<file path="config.mk">
export PLATFORM = sky130hd
export DESIGN_NAME = neo_bit_encoder_flat
export DESIGN_NICKNAME = d
export VERILOG_FILES = /design/src/rtl/neo_bit_encoder_if.sv /design/src/rtl/neo_bit_encoder.sv /design/src/flat_wrapper.sv
export SDC_FILE = /design/constraint.sdc
export NUM_CORES = 1
export LEC_CHECK = 0
export BUFFER_PORTS_ARGS = -buffer_cell sky130_fd_sc_hd__buf_2
export CAP_MARGIN = 20
export CORE_MARGIN = 1.5
export CORE_UTILIZATION = 55
export DETAILED_ROUTE_END_ITERATION = 16
export HOLD_SLACK_MARGIN = 0.05
export PLACE_DENSITY = 0.77
export SLEW_MARGIN = 40
export SYNTH_ARGS = -nofsm -noshare
export SYNTH_HDL_FRONTEND = slang
export SYNTH_SLANG_ARGS = --single-unit
</file>
<file path="constraint.sdc">
create_clock -name clock -period 5.4 [get_ports clock]
set_input_delay 1.08 -clock clock [delete_from_list [all_inputs] [get_ports clock]]
set_output_delay 1.08 -clock clock [all_outputs]
set_load 0.02 [all_outputs]
</file>
<file path="src/rtl/neo_bit_encoder_if.sv">
// Pixel command channel from the strand controller into the NeoPixel bit encoder.
// Carries one 24-bit {G,R,B} word plus end-of-frame marker under valid/ready.
interface neo_bit_encoder_if;
  logic [23:0] pixel_data;
  logic        pixel_valid;
  logic        pixel_last;
  logic        pixel_ready;

  modport master (
    output pixel_data,
    output pixel_valid,
    output pixel_last,
    input  pixel_ready
  );

  modport slave (
    input  pixel_data,
    input  pixel_valid,
    input  pixel_last,
    output pixel_ready
  );
endinterface

</file>
<file path="src/rtl/neo_bit_encoder.sv">
// NeoPixel single-wire encoder: serialises {G,R,B} words MSB first, then holds a latch gap.
// Latency: neo_data rises on the accept edge; 24*T_BIT cycles per pixel, T_LATCH low after a frame.
// Backpressure: pixel_ready only in IDLE or on the last cycle of a non-final pixel. Option: NEO_UNDERRUN_DETECT_EN.
module neo_bit_encoder #(
  parameter int T0H     = 18,
  parameter int T1H     = 35,
  parameter int T_BIT   = 63,
  parameter int T_LATCH = 2750
) (
  input  logic              clock,
  input  logic              reset_n,
  neo_bit_encoder_if.slave  pix,
  output logic              neo_data,
  output logic              busy,
  output logic              latch_done,
  output logic              underrun
);

  localparam int CW = $clog2(T_BIT);
  localparam int LW = $clog2(T_LATCH + 1);
  localparam logic [CW-1:0] CNT_LAST = CW'(T_BIT - 1);
  localparam logic [CW-1:0] HIGH_1   = CW'(T1H);
  localparam logic [CW-1:0] HIGH_0   = CW'(T0H);
  localparam logic [LW-1:0] LAT_LAST = LW'(T_LATCH - 1);

  typedef enum logic [1:0] {
    IDLE,
    BIT,
    LATCH
  } state_t;

  state_t        state_q, state_d;
  logic [23:0]   shift_q, shift_d;
  logic [4:0]    idx_q, idx_d;
  logic [CW-1:0] cnt_q, cnt_d;
  logic [LW-1:0] lcnt_q, lcnt_d;
  logic          last_q, last_d;
  logic          neo_q, neo_d;
  logic          ready_c;
  logic          accept_c;
  logic          end_of_pixel_c;

  assign end_of_pixel_c = (state_q == BIT) && (idx_q == 5'd0) && (cnt_q == CNT_LAST);

  always_comb begin
    state_d    = state_q;
    shift_d    = shift_q;
    idx_d      = idx_q;
    cnt_d      = cnt_q;
    lcnt_d     = lcnt_q;
    last_d     = last_q;
    latch_done = 1'b0;

    ready_c  = (state_q == IDLE) || (end_of_pixel_c && !last_q);
    accept_c = pix.pixel_valid && ready_c;

    case (state_q)
      IDLE: begin
        if (accept_c) begin
          state_d = BIT;
          shift_d = pix.pixel_data;
          idx_d   = 5'd23;
          cnt_d   = '0;
          last_d  = pix.pixel_last;
        end
      end
      BIT: begin
        if (cnt_q != CNT_LAST) begin
          cnt_d = cnt_q + 1'b1;
        end else if (idx_q != 5'd0) begin
          shift_d = {shift_q[22:0], 1'b0};
          idx_d   = idx_q - 1'b1;
          cnt_d   = '0;
        end else if (!last_q && accept_c) begin
          // Back-to-back pixel: reload without a gap cycle.
          shift_d = pix.pixel_data;
          idx_d   = 5'd23;
          cnt_d   = '0;
          last_d  = pix.pixel_last;
        end else begin
          state_d = LATCH;
          lcnt_d  = '0;
        end
      end
      LATCH: begin
        if (lcnt_q == LAT_LAST) begin
          latch_done = 1'b1;
          state_d    = IDLE;
          lcnt_d     = '0;
        end else begin
          lcnt_d = lcnt_q + 1'b1;
        end
      end
      default: begin
        state_d = IDLE;
      end
    endcase

    // Output is derived from next-state so the line rises on the same edge that accepts.
    neo_d = (state_d == BIT) && (cnt_d < (shift_d[23] ? HIGH_1 : HIGH_0));
  end

  always_ff @(posedge clock) begin
    if (!reset_n) begin
      state_q <= IDLE;
      shift_q <= '0;
      idx_q   <= '0;
      cnt_q   <= '0;
      lcnt_q  <= '0;
      last_q  <= 1'b0;
      neo_q   <= 1'b0;
    end else begin
      state_q <= state_d;
      shift_q <= shift_d;
      idx_q   <= idx_d;
      cnt_q   <= cnt_d;
      lcnt_q  <= lcnt_d;
      last_q  <= last_d;
      neo_q   <= neo_d;
    end
  end

  assign pix.pixel_ready = ready_c;
  assign neo_data        = neo_q;
  assign busy            = (state_q != IDLE);

`ifdef NEO_UNDERRUN_DETECT_EN
  logic underrun_q, underrun_d;

  // Non-final pixel ended with nothing offered: sticky until reset.
  always_comb begin
    underrun_d = underrun_q | (end_of_pixel_c && !last_q && !pix.pixel_valid);
  end

  always_ff @(posedge clock) begin
    if (!reset_n) begin
      underrun_q <= 1'b0;
    end else begin
      underrun_q <= underrun_d;
    end
  end

  assign underrun = underrun_q;
`else
  assign underrun = 1'b0;
`endif

endmodule

</file>
<file path="src/flat_wrapper.sv">
// flat-port wrapper written by rule: the top's interface ports become plain ports
module neo_bit_encoder_flat 
#(
  parameter int T0H     = 18,
  parameter int T1H     = 35,
  parameter int T_BIT   = 63,
  parameter int T_LATCH = 2750
)
  (clock, reset_n, neo_data, busy, latch_done, underrun, pix_pixel_data, pix_pixel_valid, pix_pixel_last, pix_pixel_ready);
  neo_bit_encoder_if pix_i ();
  input  logic clock;
  input  logic reset_n;
  output logic neo_data;
  output logic busy;
  output logic latch_done;
  output logic underrun;
  input wire logic [$bits(pix_i.pixel_data)-1:0] pix_pixel_data;
  input wire logic [$bits(pix_i.pixel_valid)-1:0] pix_pixel_valid;
  input wire logic [$bits(pix_i.pixel_last)-1:0] pix_pixel_last;
  output wire logic [$bits(pix_i.pixel_ready)-1:0] pix_pixel_ready;
  assign pix_i.pixel_data = pix_pixel_data;
  assign pix_i.pixel_valid = pix_pixel_valid;
  assign pix_i.pixel_last = pix_pixel_last;
  assign pix_pixel_ready = pix_i.pixel_ready;
  neo_bit_encoder #(.T0H(T0H), .T1H(T1H), .T_BIT(T_BIT), .T_LATCH(T_LATCH)) u_core (.clock(clock), .reset_n(reset_n), .pix(pix_i), .neo_data(neo_data), .busy(busy), .latch_done(latch_done), .underrun(underrun));
endmodule
</file>
==> results.json <==
{
  "start_util_pct": 57.47,
  "max-cap-violations": 0,
  "cp.arrival_ns": 2.06,
  "die_x_um": 70.45,
  "avgSynthCellArea_um2": 9.200,
  "place_congestion": 0.8505,
  "hold_end": "u_core.shift_q[15]",
  "hold_buffers": 0,
  "cts-root-buf": "clkbuf_8",
  "synth_xor_area_share_pct": 4.550,
  "cp-end-kind": "output pin",
  "p_per_area_nw_per_um2": 263.3,
  "netlist_instances": 272,
  "cts_tree": "done",
  "cp.buffers_inverters": 1,
  "cts_made_buffers": 5,
  "num_vias": 2129,
  "power_leakage_nw": 1.100,
  "avgRoutedWirePerCell_um": 14.57,
  "postSynth.asyncResetShare_pct": 0,
  "cts.htree.levels": 2,
  "max_slew_margin_pct": 61.00,
  "synth_seq_cells": 51,
  "ant_nets": 0,
  "yosys.area.top_type": "dfxtp_1",
  "synthMuxAreaShare_pct": 0,
  "start_kind": "flop",
  "row_count": 24,
  "drive_gt1_share_pct": 18.58,
  "clock_skew_ns": 0.005536,
  "synth_fp_nets": 308,
  "yosysWarnings": 0,
  "synth_edf_count": 0,
  "clk_pin_slew_ns": 0.08,
  "cts.repair.resized": 0,
  "reg2reg_to": "u_core.neo_data",
  "whs_path_depth": 2,
  "n_antenna_cell": 0,
  "rsz0062_at_grt": "false",
  "finalSetupViolations": 0,
  "coreArea_um2": 4354,
  "final_cell_mix": "51 x dfxtp_1, 49 x nor2_1, 31 x buf_2",
  "grt_use_total_pct": 21.64,
  "met1_length_um": 2293,
  "die_h_um": 70.45,
  "vias_per_cell": 6.118,
  "drtIter0Drc": 257,
  "fin_crit_sh_pct": 58.14,
  "firstDrtPassIters": 9,
  "stdcell_area_um2": 2695,
  "cp_max_fo": 7,
  "wirelength_um": 5072,
  "die-area_um2": 4963,
  "clock-sinks": 51,
  "hp-start": "u_core.shift_q[15]",
  "max_stage_delay_ns": 0.40,
  "wl_met3_um": 200,
  "clock.fmax_mhz": 318.5,
  "dpl-instance-area_um2": 2614,
  "rrSetupSlack_ns": 2.97,
  "status": "complete, no violations",
  "synthFlopType": "dfxtp_1",
  "hpwl_um": 3525,
  "synthSimpleGateAreaFrac_pct": 24.65,
  "grt_pass1_vias": 1968,
  "cp_data_required_time_ns": 4.32,
  "synth_seq_area_share_pct": 40.80,
  "yosys-top-cells-area": "dfxtp_1 41%, a222oi_1 8.8%, nor2_1 7.4%, ha_1 4.0%, xor2_1 3.1%",
  "synth_cell_types": 53,
  "period_needed_ns": 3.140,
  "antenna_found_initial": 0,
  "fin_tns_setup_ns": 0,
  "worstSetupPathType": "reg -> out",
  "r2r_cells": 10,
  "hp-class": "reg -> reg",
  "port_buffers": 31,
  "yosys.area_share.adder_pct": 4.000,
  "cp_top_family": "simple AND/OR/NAND/NOR gates",
  "synth_compound_area_share_pct": 19.60,
  "worst_pin_slew_ns": 0.5850,
  "synth_area_um2": 2502,
  "grt_start_max_net_pins": 36,
  "met2WireLength_um": 2514,
  "drc_errors": 0,
  "ir_drop_mv": 0.1731,
  "final_common_cell": "dfxtp_1",
  "synth_top_cell_area_share_pct": 40.80,
  "cts_setup_buffers": 0,
  "area_growth_pct": 7.700,
  "clockBufferDepth": 2,
  "slowest_stage": "dfxtp_1",
  "io_pins": 33,
  "fin_nets": 331,
  "nFillCells": 383,
  "insertion_delay_ns": 0.30,
  "path_cells": "ha_1 > and4_1 > nand2_4 > o31a_4 > nor2_1 > buf_2",
  "synth_top_family_by_area": "simple AND/OR/NAND/NOR gates",
  "r2r-start": "u_core.idx_q[0]",
  "hold_viol": 0,
  "highest_layer": "met4",
  "slew_violations": 0,
  "grt_pass1_wl_um": 8576,
  "overflow": 0
}
## worst min-delay path, stage by stage (launching register included)
cell and delay [ns]:
dfxtp_1 0.34, a222oi_1 0.06, nor2_1 0.08
## through the flow
stage	util [%]	setup WS, ns	hold WS, ns	power, mW	std cells
3_3_place_gp	60.00	2.587	0.4786	0.5087	340
4_1_cts	61.90	2.261	0.5143	0.7180	348
5_1_grt	61.90	2.114	0.5377	0.7487	348
3_5_place_dp	60.03	2.514	0.4924	0.5117	340
6_report	61.90	2.260	0.5097	0.7097	348
2_1_floorplan	-	2.678	0.4643	0.4889	272
## cells by family (layout without fill, tap and decap cells)
logic type / after synthesis / count (layout)
DFF: 51 / 51
buffers and inverters: 25 / 49
and+or+nand+nor: 112 / 112
adders and majority gates: 8 / 8
AOI/OAI and AO/OA: 62 / 62
xor gates and xnor gates: 13 / 13
other: 1 / 1
## per-layer routing
layer | GRT usage, % | up-vias
met2 | 35.74 | 47
li1 | - | 1052
met3 | 4.906 | 7
met4 | 9.188 | 0
met1 | 26.96 | 1023
met5 | 0 | -
## where the power goes
part / internal (mW) / switching, mW / leakage, nW / total [mW]
clock network: 0.0911 / 0.115 / 0.0422 / 0.206
registers: 0.393 / 0.0147 / 0.417 / 0.407
logic: 0.0425 / 0.0540 / 0.641 / 0.0965
total: 0.526 / 0.183 / 1.10 / 0.710
## worst max-delay path by stage
stage	from	endpoint	slack, ns	cells past startpoint
2_1_floorplan	u_core.idx_q[0]	pix_pixel_ready	2.68	5
3_3_place_gp	pix_pixel_valid	u_core.neo_data	2.59	9
3_5_place_dp	pix_pixel_valid	u_core.neo_data	2.51	9
4_1_cts	u_core.cnt_q[0]	pix_pixel_ready	2.26	7
5_1_grt	u_core.cnt_q[1]	pix_pixel_ready	2.11	6
6_report	u_core.cnt_q[1]	pix_pixel_ready	2.26	6
## Yosys cell counts, types with 2 or more instances
library cell / instances
and2b_1: 2
inv_1: 8
buf_2: 2
nor4_1: 2
buf_6: 6
a21oi_2: 2
nand2_1: 13
xor2_1: 9
and2_1: 2
a21oi_1: 15
nand3_1: 12
a222oi_1: 22
nor2_1: 49
clkbuf_1: 4
nor3_1: 6
buf_4: 4
o21ai_1: 2
xnor2_1: 4
a31oi_1: 2
nor3b_1: 3
and3_1: 4
o22ai_1: 2
a211oi_1: 3
ha_1: 8
dfxtp_1: 51
o21a_1: 2
o21ai_0: 4
and4_1: 4
## registers in the layout, indices dropped and copies added, names as in the netlist
name / flops
u_core.neo_data: 1
u_core.last_q: 1
u_core.shift_q: 24
u_core.idx_q: 5
u_core.state_q: 2
u_core.lcnt_q: 12
u_core.cnt_q: 6
## layout make-up
cell class	count	area (µm²)	area share (%)
multi-input cells	196	1330	49.35
inverters	9	35.03	1.300
flip-flops and latches	51	1021	37.88
well taps	52	65.06	2.414
repair buffers	32	162.7	6.035
clock inverters	1	5.005	0.1857
clock buffers	7	76.32	2.832
Note: power is estimated with default switching activity, not from simulation.
